**config.mk**
```make
export PLATFORM = sky130hd
export DESIGN_NAME = tlm_hvl2hdl_fifo
export DESIGN_NICKNAME = d
export VERILOG_FILES = /design/src/rtl/tlm_fifo_pkg.sv /design/src/rtl/tlm_fifo_core.sv /design/src/rtl/tlm_hvl2hdl_fifo.sv
export SDC_FILE = /design/constraint.sdc
export NUM_CORES = 1
export LEC_CHECK = 0
export CAP_MARGIN = 20
export CORE_MARGIN = 3
export CORE_UTILIZATION = 33
export DETAILED_ROUTE_END_ITERATION = 6
export PLACE_DENSITY_LB_ADDON = 0.12
export SYNTH_ARGS = -nofsm -noshare
export SYNTH_HDL_FRONTEND = slang
export SYNTH_SLANG_ARGS = --single-unit
```
**constraint.sdc**
```tcl
create_clock -name clock -period 3.7 [get_ports clock]
set_input_delay 0.555 -clock clock [delete_from_list [all_inputs] [get_ports clock]]
set_output_delay 0.555 -clock clock [all_outputs]
set_load 0.01 [all_outputs]
```
**src/rtl/tlm_fifo_pkg.sv**
```systemverilog
`default_nettype none
// ============================================================================
// Module      : tlm_fifo_pkg
// Description : Pointer helpers shared by the HVL<->HDL TLM FIFOs.
// Revision    : 1.0  initial release
// ============================================================================
package tlm_fifo_pkg;

    // Pointer width able to index 'depth' entries (at least one bit).
    function automatic int ptr_w(input int depth);
        return (depth > 1) ? $clog2(depth) : 1;
    endfunction

    // Advance a circular-buffer pointer, wrapping from depth-1 to 0.
    function automatic int unsigned ptr_inc(input int unsigned ptr, input int unsigned depth);
        return (ptr == depth - 1) ? 0 : ptr + 1;
    endfunction

endpackage
`default_nettype wire

```
**src/rtl/tlm_fifo_core.sv**
```systemverilog
`default_nettype none
// ============================================================================
// Module      : tlm_fifo_core
// Description : Circular-buffer storage with read/write pointers, occupancy
//               count and push/pop arbitration. The head entry is held in a
//               register so the consumer never sees a path from pop_req.
// Revision    : 1.0  initial release
// ============================================================================
module tlm_fifo_core
    import tlm_fifo_pkg::*;
#(
    parameter  int DEPTH = 4,
    parameter  int WIDTH = 32,
    localparam int PW    = ptr_w(DEPTH),
    localparam int CW    = $clog2(DEPTH + 1)
) (
    input  logic             clock,
    input  logic             reset,
    input  logic             push_valid,
    input  logic [WIDTH-1:0] push_data,
    input  logic             pop_req,
    output logic             push_fire,
    output logic             valid,
    output logic [CW-1:0]    count,
    output logic [WIDTH-1:0] head
);

    logic [WIDTH-1:0] mem [DEPTH];
    logic [PW-1:0]    rd_ptr;
    logic [PW-1:0]    wr_ptr;
    logic [PW-1:0]    rd_next;
    logic [PW-1:0]    wr_next;
    logic             pop_fire;

    assign rd_next   = PW'(ptr_inc(32'(rd_ptr), 32'(DEPTH)));
    assign wr_next   = PW'(ptr_inc(32'(wr_ptr), 32'(DEPTH)));
    assign valid     = (count != '0);
    assign pop_fire  = valid & pop_req;
    // A full buffer still accepts when the head leaves on the same edge.
    assign push_fire = reset & push_valid & ((count != CW'(DEPTH)) | pop_fire);

    // Storage write; contents need no reset since occupancy gates visibility.
    always_ff @(posedge clock) begin
        if (push_fire) begin
            mem[wr_ptr] <= push_data;
        end
    end

    // Pointers, occupancy and the registered head entry.
    always_ff @(posedge clock or negedge reset) begin
        if (!reset) begin
            rd_ptr <= '0;
            wr_ptr <= '0;
            count  <= '0;
            head   <= '0;
        end else begin
            if (push_fire) begin
                wr_ptr <= wr_next;
            end
            if (pop_fire) begin
                rd_ptr <= rd_next;
            end
            if (push_fire && !pop_fire) begin
                count <= count + CW'(1);
            end else if (!push_fire && pop_fire) begin
                count <= count - CW'(1);
            end
            // Next head: following stored entry, or the entry arriving this
            // edge when it lands directly at the head; otherwise hold.
            if (pop_fire) begin
                if (count != CW'(1)) begin
                    head <= mem[rd_next];
                end else if (push_fire) begin
                    head <= push_data;
                end
            end else if (push_fire && (count == '0)) begin
                head <= push_data;
            end
        end
    end

endmodule
`default_nettype wire

```
**src/rtl/tlm_hvl2hdl_fifo.sv**
```systemverilog
`default_nettype none
// ============================================================================
// Module      : tlm_hvl2hdl_fifo
// Description : HVL-to-HDL FIFO. HVL code calls put()/try_put(); entries are
//               presented to HDL logic through a valid/ready source port.
//               Optional macro TLM_HVL2HDL_FIFO_STATS_EN adds put/pop/peak
//               statistics counters and the get_stats() task.
// Revision    : 1.0  initial release
// ============================================================================
module tlm_hvl2hdl_fifo
    import tlm_fifo_pkg::*;
#(
    parameter int Tdepth = 4,
    parameter int Twidth = 32
) (
    input  logic                           clock,
    input  logic                           reset,
    output logic                           valid,
    input  logic                           ready,
    output logic [Twidth-1:0]              dat_o,
    output logic [$clog2(Tdepth+1)-1:0]    count
);

    localparam int CW = $clog2(Tdepth + 1);

    // Staging register: a put is staged while req_tgl differs from ack_tgl.
    bit [Twidth-1:0] stg_data;
    bit              req_tgl;
    bit              ack_tgl;
    logic            stg_valid;
    logic            push_fire;
    // Ticket pair serializing concurrent put() callers in arrival order.
    int unsigned     next_ticket;
    int unsigned     serving;

    assign stg_valid = req_tgl ^ ack_tgl;

    tlm_fifo_core #(
        .DEPTH (Tdepth),
        .WIDTH (Twidth)
    ) u_core (
        .clock      (clock),
        .reset      (reset),
        .push_valid (stg_valid),
        .push_data  (stg_data),
        .pop_req    (ready),
        .push_fire  (push_fire),
        .valid      (valid),
        .count      (count),
        .head       (dat_o)
    );

    // Acknowledge a commit; not reset so a staged put survives reset.
    always_ff @(posedge clock) begin
        if (push_fire) begin
            ack_tgl <= ~ack_tgl;
        end
    end

    // Blocking put: wait for our turn, stage, return at the commit edge.
    task automatic put(input bit [Twidth-1:0] d);
        int unsigned my_ticket;
        my_ticket   = next_ticket;
        next_ticket = next_ticket + 1;
        wait (serving == my_ticket);
        stg_data = d;
        req_tgl  = ~req_tgl;
        wait (ack_tgl == req_tgl);
        serving = serving + 1;
    endtask

    // Non-blocking put: accepted only if nothing is staged or waiting and the
    // buffer can take an entry at the next edge given current state.
    task automatic try_put(input bit [Twidth-1:0] d, output int ok);
        if (!reset || stg_valid || (serving != next_ticket)) begin
            ok = 0;
        end else if ((count != CW'(Tdepth)) || (valid && ready)) begin
            put(d);
            ok = 1;
        end else begin
            ok = 0;
        end
    endtask

`ifdef TLM_HVL2HDL_FIFO_STATS_EN
    logic [31:0] n_put_cnt;
    logic [31:0] n_pop_cnt;
    logic [31:0] max_cnt;

    // Saturating commit/pop counters and peak occupancy.
    always_ff @(posedge clock or negedge reset) begin
        if (!reset) begin
            n_put_cnt <= '0;
            n_pop_cnt <= '0;
            max_cnt   <= '0;
        end else begin
            if (push_fire && (n_put_cnt != '1)) begin
                n_put_cnt <= n_put_cnt + 32'd1;
            end
            if (valid && ready && (n_pop_cnt != '1)) begin
                n_pop_cnt <= n_pop_cnt + 32'd1;
            end
            if (32'(count) > max_cnt) begin
                max_cnt <= 32'(count);
            end
        end
    end

    task automatic get_stats(output int n_put, output int n_pop, output int max_count);
        n_put     = int'(n_put_cnt);
        n_pop     = int'(n_pop_cnt);
        max_count = int'(max_cnt);
    endtask
`endif

endmodule
`default_nettype wire
```
==> metrics.csv <==
stage;metric;value;unit
synthesis;synthArstFlopShare;75.0;%
cells_and_area;diodes;0;
detailed_routing;topRoutingLayerUsed;met4;
pwr;ir_drop;0.000205;V
global_routing;track_usage;5.57;%
clocking;clock_sinks;4;
clocking;cts_root_buffer;clkbuf_4;
sta;finalWorstSetupSlack;1.47;ns
synthesis;synth_fa_ha_area_share;7.01;%
floorplan;initial_core_util;38.2;%
clocking;cts-htree-levels;1;
sta;hold_viol;0;
clocking;insertion_delay;0.24;ns
global_routing;grt_max_degree;6;
place;placement.cell_area;418;um2
sta;fmax;448;MHz
cells_and_area;post-route-cell-area;444;um2
synthesis;netlist_instances;51;
worst_setup_path;worstPathCellList;clkdlybuf4s50_1 > nand2_1 > nor2_1 > ha_1 > inv_1 > fa_1 > xor2_1 > nor2_1 > xor2_1;
place;dp_hpwl;493;um
detailed_routing;first_pass_iters;1;
worst_setup_path;end_kind;flip-flop;
floorplan;io_pins;39;
run;drv_cap;0;
outcome;status;complete, no violations;
worst_setup_path;crit_required;3.85;ns
global_routing;grt_pass1_wl;690;um
synthesis;yosysTopAreaCell;buf_4;
synthesis;mappedNetlistArea;464;um2
detailed_routing;wl_met1;190;um
worst_setup_path;worstSetupPathType;in2reg;
synthesis;ys_warn_count;0;
clocking;cts_buffers;3;
detailed_routing;vias;239;
detailed_routing;wl_met2;245;um
cells_and_area;synthToLayoutAreaGrowth;-4.31;%
synthesis;synth_flop_cell;dfrtp_1;
detailed_routing;wl_per_cell;7.65;um
global_routing;antenna_found_initial;0;
synthesis;ys_seq_area_share;22.6;%
synthesis;synth_area_leaders;buf_4 52%, dfrtp_1 16%, edfxtp_1 6.5%;
detailed_routing;wl_met3;122;um
worst_setup_path;crit_buf_inv;2;
synthesis;synth_top_cells_by_count;32 x buf_4, 3 x dfrtp_1, 2 x inv_1, 2 x nor2_1, 2 x xor2_1;
detailed_routing;ant_nets;0;
hold_path;hold_path.class;in2async;
place;post-place-ws;1.21;ns
floorplan;die_w;43.5;um
synthesis;ys_ff_latch;4;
clocking;max-clock-path-buffers;2;
place;port_buffers;6;
worst_setup_path;max_stage_delay;0.55;ns
pwr;power.density;616;nW/um2
floorplan;die_area;1890;um2
detailed_routing;drc;0;
cells_and_area;nNetsFinal;66;
floorplan;core_area;1220;um2
clocking;clk_pin_slew_worst_paths;0.04;ns
clocking;cts_tree;done;
clocking;cts_setup_buffers;0;
sta;finalSetupTns;0;ns
synthesis;synth_top_family_by_area;buffers and inverters;
detailed_routing;wirelength;566;um
sta;finalMaxSlewViolations;0;
worst_setup_path;critPathMaxFanout;4;
synthesis;synth_edf_count;1;
worst_setup_path;cp_slowest_cell;clkdlybuf4s50_1;
global_routing;grt-ovfl-total;0;
cells_and_area;layout-drive-gt1-share;10.0;%
sta;rsz0062_at_grt;false;
place;gp_congestion;0.631;
worst_setup_path;critical-path-top-delay-family;buffers and inverters;
worst_setup_path;cp_data_arrival_time;2.38;ns
synthesis;synth.most_common_cell;buf_4;
synthesis;synth_compound_area_share;0;%
worst_setup_path;start_kind;primary input;
sta;clock_skew;0.00888;ns
clocking;hold_buffers;0;
synthesis;synthMuxAreaShare;2.43;%
detailed_routing;via_per_inst;3.23;
synthesis;synth_xor_area_share;5.66;%
global_routing;grt_pass1_vias;162;
sta;layout_min_cycle_time;2.23;ns
sta;setup_viol;0;
floorplan;die_h;43.5;um
floorplan;rows;12;
synthesis;syn_area_per_cell;9.10;um2
synthesis;netlist.area_leader.share;51.8;%
sta;post-route-period-util;60.4;%
detailed_routing;drt_iter0_markers;0;
pwr;p_leak;0.000233;uW
synthesis;synthDistinctLibCells;15;
synthesis;synth_simple_gate_area_share;8.09;%
clocking;cts_resized;0;
-- cell families after synthesis --
| logic type | count (synthesis) |
|---|---|
| and+or+nand+nor | 6 |
| muxes | 1 |
| other | 1 |
| xor gates and xnor gates | 3 |
| DFF | 4 |
| adders and majority gates | 2 |
| buffers and inverters | 34 |
-- worst paths after layout --
path / end / slack [ns] / startpoint / cells past startpoint
worst min register to register: u_core.count[2]$_DFFE_PN0P_ / 0.53 / u_core.count[2]$_DFFE_PN0P_ / 1
max in group asynchronous: u_core.count[2]$_DFFE_PN0P_ / 3.02 / reset / 1
min in group clock: u_core.count[2]$_DFFE_PN0P_ / 0.53 / u_core.count[2]$_DFFE_PN0P_ / 1
worst min-delay path: u_core.count[1]$_DFFE_PN0P_ / 0.51 / reset / 1
worst max register to register: u_core.count[2]$_DFFE_PN0P_ / 1.69 / u_core.count[0]$_DFFE_PN0P_ / 8
worst max-delay path: u_core.count[2]$_DFFE_PN0P_ / 1.47 / reset / 9
-- through the flow --
step	instances	hold slack, ns	power, uW	util (%)
2_1_floorplan	82	0.259	185	-
3_3_place_gp	70	0.524	215	34.4
3_5_place_dp	70	0.530	215	34.4
4_1_cts	74	0.508	278	36.5
5_1_grt	74	0.520	291	36.5
6_report	74	0.513	274	36.5
-- power breakdown --
part / internal [uW] / total [uW] / switching, uW / leakage, uW
registers: 63.3 / 90.0 / 26.8 / 0.0000470
clock network: 40.5 / 59.2 / 18.7 / 0.0000150
logic: 70.8 / 124 / 53.5 / 0.000171
-- worst register-to-register path, cell delays in order, from the launching register on --
cell and delay (ns):
dfrtp_1 0.44, or3_4 0.40, nand2_2 0.07, ha_1 0.18
inv_1 0.06, fa_1 0.37, xor2_1 0.15, nor2_1 0.11
xor2_1 0.15
-- sequential cells by signal (all words and copies together), names as in the netlist --
name / cells
u_core.count: 3
ack_tgl: 1
-- per-layer routing --
metal  up-vias  global-route usage, %
li1        110                      -
met1       104                   6.19
met2        23                   5.60
met3         2                   5.39
met4         0                   5.42
met5         -                      0
-- cell usage in the layout, fill, tap and decap left out --
master           count
clkbuf_4             3
or3_4                1
clkdlybuf4s50_1      6
nor4b_1              1
inv_1                2
mux2_2               1
ha_1                 1
dfrtp_1              3
nand2_1              1
nand2_2              1
conb_1              32
nor2_1               2
clkbuf_1             1
edfxtp_1             1
xnor2_1              1
fa_1                 1
xor2_1               2
-- final cells by class --
cell class | instances | area (um2)
clock buffers | 4 | 26.3
fillers | 134 | 772
inverters | 2 | 7.51
multi-input cells | 44 | 228
flip-flops and latches | 4 | 105
well taps | 14 | 17.5
repair buffers | 6 | 60.1
Power figures use the tool's default switching activity.
